File: src/rtl/uart_pkg.sv
// UART transmitter shared types and constants.
// Optional parity build: define UART_TX_PARITY_EN.
package uart_pkg;

  typedef logic [2:0] uart_state_t;

  localparam uart_state_t ST_IDLE   = 3'd0;
  localparam uart_state_t ST_ARM    = 3'd1;
  localparam uart_state_t ST_START  = 3'd2;
  localparam uart_state_t ST_DATA   = 3'd3;
  localparam uart_state_t ST_PARITY = 3'd4;
  localparam uart_state_t ST_STOP   = 3'd5;

  localparam int   UART_DATA_BITS  = 8;
  localparam int   UART_STOP_BITS  = 1;
  localparam logic UART_IDLE_LEVEL = 1'b1;

  function automatic logic even_parity(
    input logic [UART_DATA_BITS-1:0] d
  );
    return ^d;
  endfunction

endpackage

File: src/rtl/uart_baud_edge.sv
// Baud square-wave synchroniser and rising-edge detector.
// Produces a single clk_in-cycle tick per baud_in rising edge.
module baud_edge (
  input  logic clk_in,
  input  logic reset,
  input  logic baud_in,
  output logic tick
);

  logic s1;
  logic s2;
  logic d;

  always_ff @(posedge clk_in or negedge reset) begin
    if (!reset) begin
      s1 <= 1'b0;
      s2 <= 1'b0;
      d  <= 1'b0;
    end else begin
      s1 <= baud_in;
      s2 <= s1;
      d  <= s2;
    end
  end

  assign tick = s2 & ~d;

endmodule

File: src/rtl/uart_tx.sv
// UART byte transmitter: 8N1 frame, or 8E1 with UART_TX_PARITY_EN.
// Bit timing comes from the baud_in square wave via baud_edge.
import uart_pkg::*;

module uart_tx (
  input  logic       clk_in,
  input  logic       reset,
  input  logic       baud_in,
  input  logic [7:0] tx_data,
  input  logic       tx_valid,
  output logic       tx_ready,
  output logic       txd,
  output logic       busy
);

  localparam logic [2:0] LAST_BIT = 3'(UART_DATA_BITS - 1);

  uart_state_t state;
  logic [7:0]  shreg;
  logic [2:0]  bit_idx;
  logic        tick;

`ifdef UART_TX_PARITY_EN
  logic par_bit;
`endif

  baud_edge u_baud_edge (
    .clk_in  (clk_in),
    .reset   (reset),
    .baud_in (baud_in),
    .tick    (tick)
  );

  always_ff @(posedge clk_in or negedge reset) begin
    if (!reset) begin
      state    <= ST_IDLE;
      shreg    <= '0;
      bit_idx  <= '0;
      txd      <= UART_IDLE_LEVEL;
      tx_ready <= 1'b1;
      busy     <= 1'b0;
`ifdef UART_TX_PARITY_EN
      par_bit  <= 1'b0;
`endif
    end else begin
      case (state)
        ST_IDLE: begin
          txd      <= UART_IDLE_LEVEL;
          tx_ready <= 1'b1;
          busy     <= 1'b0;
          if (tx_valid) begin
            shreg    <= tx_data;
            state    <= ST_ARM;
            tx_ready <= 1'b0;
            busy     <= 1'b1;
`ifdef UART_TX_PARITY_EN
            par_bit  <= even_parity(tx_data);
`endif
          end
        end
        ST_ARM: begin
          if (tick) begin
            state <= ST_START;
            txd   <= 1'b0;
          end
        end
        ST_START: begin
          if (tick) begin
            state   <= ST_DATA;
            txd     <= shreg[0];
            shreg   <= {1'b0, shreg[7:1]};
            bit_idx <= '0;
          end
        end
        ST_DATA: begin
          if (tick) begin
            if (bit_idx == LAST_BIT) begin
`ifdef UART_TX_PARITY_EN
              state <= ST_PARITY;
              txd   <= par_bit;
`else
              state <= ST_STOP;
              txd   <= UART_IDLE_LEVEL;
`endif
            end else begin
              txd     <= shreg[0];
              shreg   <= {1'b0, shreg[7:1]};
              bit_idx <= bit_idx + 3'd1;
            end
          end
        end
`ifdef UART_TX_PARITY_EN
        ST_PARITY: begin
          if (tick) begin
            state <= ST_STOP;
            txd   <= UART_IDLE_LEVEL;
          end
        end
`endif
        ST_STOP: begin
          txd <= UART_IDLE_LEVEL;
          if (tick) begin
            state    <= ST_IDLE;
            tx_ready <= 1'b1;
            busy     <= 1'b0;
          end
        end
        default: begin
          state    <= ST_IDLE;
          txd      <= UART_IDLE_LEVEL;
          tx_ready <= 1'b1;
          busy     <= 1'b0;
        end
      endcase
    end
  end

endmodule

File: config.mk
export PLATFORM = sky130hd
export DESIGN_NAME = uart_tx
export DESIGN_NICKNAME = d
export VERILOG_FILES = /design/src/rtl/uart_pkg.sv /design/src/rtl/uart_baud_edge.sv /design/src/rtl/uart_tx.sv
export SDC_FILE = /design/constraint.sdc
export NUM_CORES = 1
export LEC_CHECK = 0
export ABC_AREA = 1
export CELL_PAD_IN_SITES_DETAIL_PLACEMENT = 1
export CELL_PAD_IN_SITES_GLOBAL_PLACEMENT = 2
export CORE_ASPECT_RATIO = 0.6
export CORE_MARGIN = 3
export CORE_UTILIZATION = 33
export CTS_CLUSTER_DIAMETER = 30
export DETAILED_ROUTE_END_ITERATION = 8
export DONT_BUFFER_PORTS = 1
export PLACE_DENSITY_LB_ADDON = 0.3
export SLEW_MARGIN = 20
export SYNTH_ARGS = -nofsm -noshare
export SYNTH_HDL_FRONTEND = slang
export SYNTH_HIERARCHICAL = 1
export SYNTH_SLANG_ARGS = --single-unit
File: constraint.sdc
create_clock -name clk_in -period 1.5 [get_ports clk_in]
set_clock_uncertainty 0.2 [all_clocks]
set_input_delay 0.075 -clock clk_in [delete_from_list [all_inputs] [get_ports clk_in]]
set_output_delay 0.075 -clock clk_in [all_outputs]
set_load 0.02 [all_outputs]
==> impl_metrics.py <==
metrics = {
    "timing": {
        "worstMarginPinSlew_ns": 0.9267,
        "highest_achievable_clock_rate_ghz": 0.5846,
        "period_needed_ns": 1.711,
        "final.setup.tns_ns": -1.912,
        "final_number_of_hold_violating_endpoints": 0,
        "final.hold.worst_slack_ns": 0.1572,
        "unrepaired_setup_endpoints_after_global_routing": "true",
        "final_setup_violating_endpoints": 15,
        "final_min_period_over_clock_period": 1.140,
        "slew_violations": 0,
        "slew_headroom": 0.3802,
        "setup_ws_ns": -0.2105,
    },
    "placed_design": {
        "detailed_place_hpwl_mm": 2.630,
        "numPortBuffers": 0,
        "dpl-instance-area_sq_um": 1395,
        "dp.cells": 202,
        "routability_cong": 0.8225,
    },
    "die": {
        "core_area_sq_um": 3078,
        "die_area_sq_um": 4227,
        "io-pin-count": 15,
        "floorplan.die.height_microns": 51.58,
        "initial_core_util": 0.3711,
        "fp.dieW_microns": 81.96,
        "rows": 15,
    },
    "power": {
        "netSwitchingPower_uw": 2212,
        "sw_frac_of_total": 0.4630,
        "power.leakage_uw": 0.0009176,
        "power_frac_clock": 0.115,
        "finalPower_uw": 4777,
        "power.ir.vdd_worst_mv": 1.416,
        "cell_internal_pwr_uw": 2565,
        "share_seq_of_total_power": 0.228,
        "power-per-cell-area_nw_per_um2": 2508,
        "combinational_fraction_of_design_power": 0.657,
    },
    "cts": {
        "clock-root-buffer": "clkbuf_8",
        "clock_h_tree_levels": 1,
        "cts.clk_slew.worst_paths_ns": 0.08,
        "cts_buffer_depth": 2,
        "clkSinkCount": 20,
        "cts_inserted_buffers": 3,
        "tritoncts_clock_tree": "done",
        "insertion_delay_ns": 0.26,
    },
    "worst_setup_path": {
        "crit-reg2reg-launch": "state[0]",
        "timing.critical_path.cells": "nor2_4, nand2_4, buf_8, nand3_2, nand2_1, nand3_1, nand2_1",
        "timing.rr.end": "shreg[3]",
        "r2r_slack_ns": -0.21,
        "worst_r2r_path_depth": 7,
        "worst_setup_end_kind": "flop",
        "critical_path.startpoint_type": "flop",
        "timing.critical_path.mode_cell": "nand2_1",
        "crit_path_top_delay_cell": "dfrtp_2",
        "max_stage_delay_ns": 0.52,
        "worst-setup-path-type": "flop to flop",
        "crit_fanout": 8,
        "timing.critical_path.arrival_ns": 1.67,
        "critical_path_required_ns": 1.46,
    },
    "hold_path": {
        "min-delay-start": "u_baud_edge/s1",
        "min-delay-path-class": "flop to flop",
        "min_delay_worst_endpoint": "u_baud_edge/s2",
        "worst_hold_path.num_cells": 0,
    },
    "finish": {
        "nNetsFinal": 202,
        "area_growth_pct": 66.70,
        "drive_gt1_frac": 0.5668,
        "stdcell_count": 229,
        "insertedDiodeCount": 0,
        "stdcell_area_sq_um": 1904,
    },
    "yosys": {
        "asyncSetResetFlopFracSynth": 1.000,
        "mappedNetlistNets": 151,
        "yosysTopAreaCell": "dfrtp_1",
        "synth_top_cells_by_count": "nand2_1, nand3_1, dfrtp_1",
        "synthesis.instances": 137,
        "most_frequently_used_cell_type_in_the_post_synthesis_netlist": "nand2_1",
        "synth-warning-count": 6,
        "yosys-top-cells-area": "dfrtp_1, nand2_1, nand3_1",
        "post_synth_instance_area_sq_um": 1142,
        "synth_cell_types": 24,
        "postSynthRegisterBits": 20,
        "synth-seq-area-share": 0.4403,
        "synth-edff-count": 0,
        "netlist.area_leader.share": 0.3943,
        "syn-mean-instance-area_sq_um": 8.338,
        "dominantRegCellSynth": "dfrtp_1",
    },
    "grt": {
        "grt_max_degree": 21,
        "initial_antenna_violation_count": 0,
        "globalRouteTotalUtil": 0.2192,
        "grt_first_pass_wirelength_mm": 6.762,
        "globalRoute.totalOverflow": 0,
        "grt_pass1_vias": 1302,
    },
    "drt": {
        "viasPerCell": 5.345,
        "dr.first_iter.drc_count": 88,
        "postRouteWirelength_mm": 4.429,
        "vias": 1224,
        "average_wire_length_per_cell_after_detail_routing_microns": 19.34,
        "drt.antenna.violating_nets": 0,
        "remaining_drc_errors": 0,
        "drtPass1Iterations": 4,
    },
    "run_status": {
        "run_status": "finished with violations",
        "failed_checks": "negative setup slack",
    },
    "run": {
        "timing.max_cap.violations": 0,
    },
}
[power groups by stage]
| stage | Clock (uW) | Combinational [uW] | Sequential, uW |
|---|---|---|---|
| global placement | 0 | 2040 | 1030 |
| finish | 550 | 3140 | 1090 |
| global route | 580 | 3400 | 1110 |
| floorplan | 0 | 1380 | 939 |
| detailed placement | 0 | 2130 | 1040 |
| CTS | 552 | 2540 | 1050 |
[through the flow]
| stage | util | setup WS [ns] |
|---|---|---|
| 2_1_floorplan | - | 0.004459 |
| 3_3_place_gp | 0.4533 | -0.1190 |
| 3_5_place_dp | 0.4533 | -0.1803 |
| 4_1_cts | 0.5667 | -0.07614 |
| 5_1_grt | 0.6187 | -0.2575 |
| 6_report | 0.6187 | -0.2105 |
[timing repair]
item,CTS,global route
gates resized for setup,32,27
endpoints found under the hold margin,31,0
setup buffers,6,4
endpoints found under the setup margin,17,17
hold buffers,11,0
pin swaps,14,11
gates cloned,0,2
[final cells by class]
class,count,area [sq um]
Inverter,12,52.55
Fill cell,342,1174
Clock buffer,3,41.29
Sequential cell,20,506.7
Multi-Input combinational cell,102,764.5
Timing Repair Buffer,49,456.7
Tap cell,42,52.55
Clock inverter,1,30.03
[layer usage]
layer / global-route usage / share of wire
met1: 0.2939 / 0.43
met5: 0 / 0
met3: 0.03806 / 0.062
met4: 0.03039 / 0.0099
met2: 0.3794 / 0.50
[worst max-delay path: cells and delay by family (launching register included)]
kind                   cells  cell delay (ns)
buffers and inverters      1             0.17
DFF                        1             0.52
and+or+nand+nor            6             0.69
[kinds of logic (layout without fill, tap and decap cells)]
family / Yosys count / in the layout / synth area share
AND/OR/NAND/NOR: 87 / 88 / 0.3965
flip-flops: 20 / 20 / 0.4403
buffers and inverters: 16 / 65 / 0.07995
AO/OA/AOI/OAI: 12 / 12 / 0.06134
adder cells (fa/ha/maj): 2 / 2 / 0.02190
[state kept, by name, indices dropped and copies added, names as in the netlist]
name and count:
txd 1, busy 1, bit_idx 3, shreg 8, tx_ready 1, state 3, u_baud_edge/d 1, u_baud_edge/s2 1
u_baud_edge/s1 1
[worst max-delay path by stage]
stage,end,slack (ns),startpoint,depth (start not counted)
after floorplan,shreg[0],0.004,bit_idx[0],8
after global placement,shreg[1],-0.12,state[0],7
after detailed placement,shreg[1],-0.18,state[0],8
after CTS,state[0],-0.08,state[0],8
after global routing,shreg[3],-0.26,state[0],7
final,shreg[3],-0.21,state[0],7
[cells in the final DEF (no fill, tap or decap)]
cell           instances
a21oi_1                1
a21oi_2                1
buf_12                 2
buf_4                 32
buf_6                  1
buf_8                  2
bufinv_16              1
clkbuf_16              1
clkbuf_8               3
clkinv_4               1
dfrtp_1               15
dfrtp_2                3
dfstp_2                2
dlygate4sd3_1         11
ha_4                   2
inv_1                  5
inv_2                  5
inv_4                  1
nand2_1               35
nand2_2               14
nand2_4                4
nand2_8                1
nand3_1                5
nand3_2               14
nand3_4                5
nand4_1                1
nand4_4                1
nor2_1                 2
nor2_2                 3
nor2_4                 3
o211ai_1               1
o21ai_1                3
o21ai_2                3
o21bai_1               2
o31ai_2                1
No activity file was read; power rests on OpenSTA's default activity.
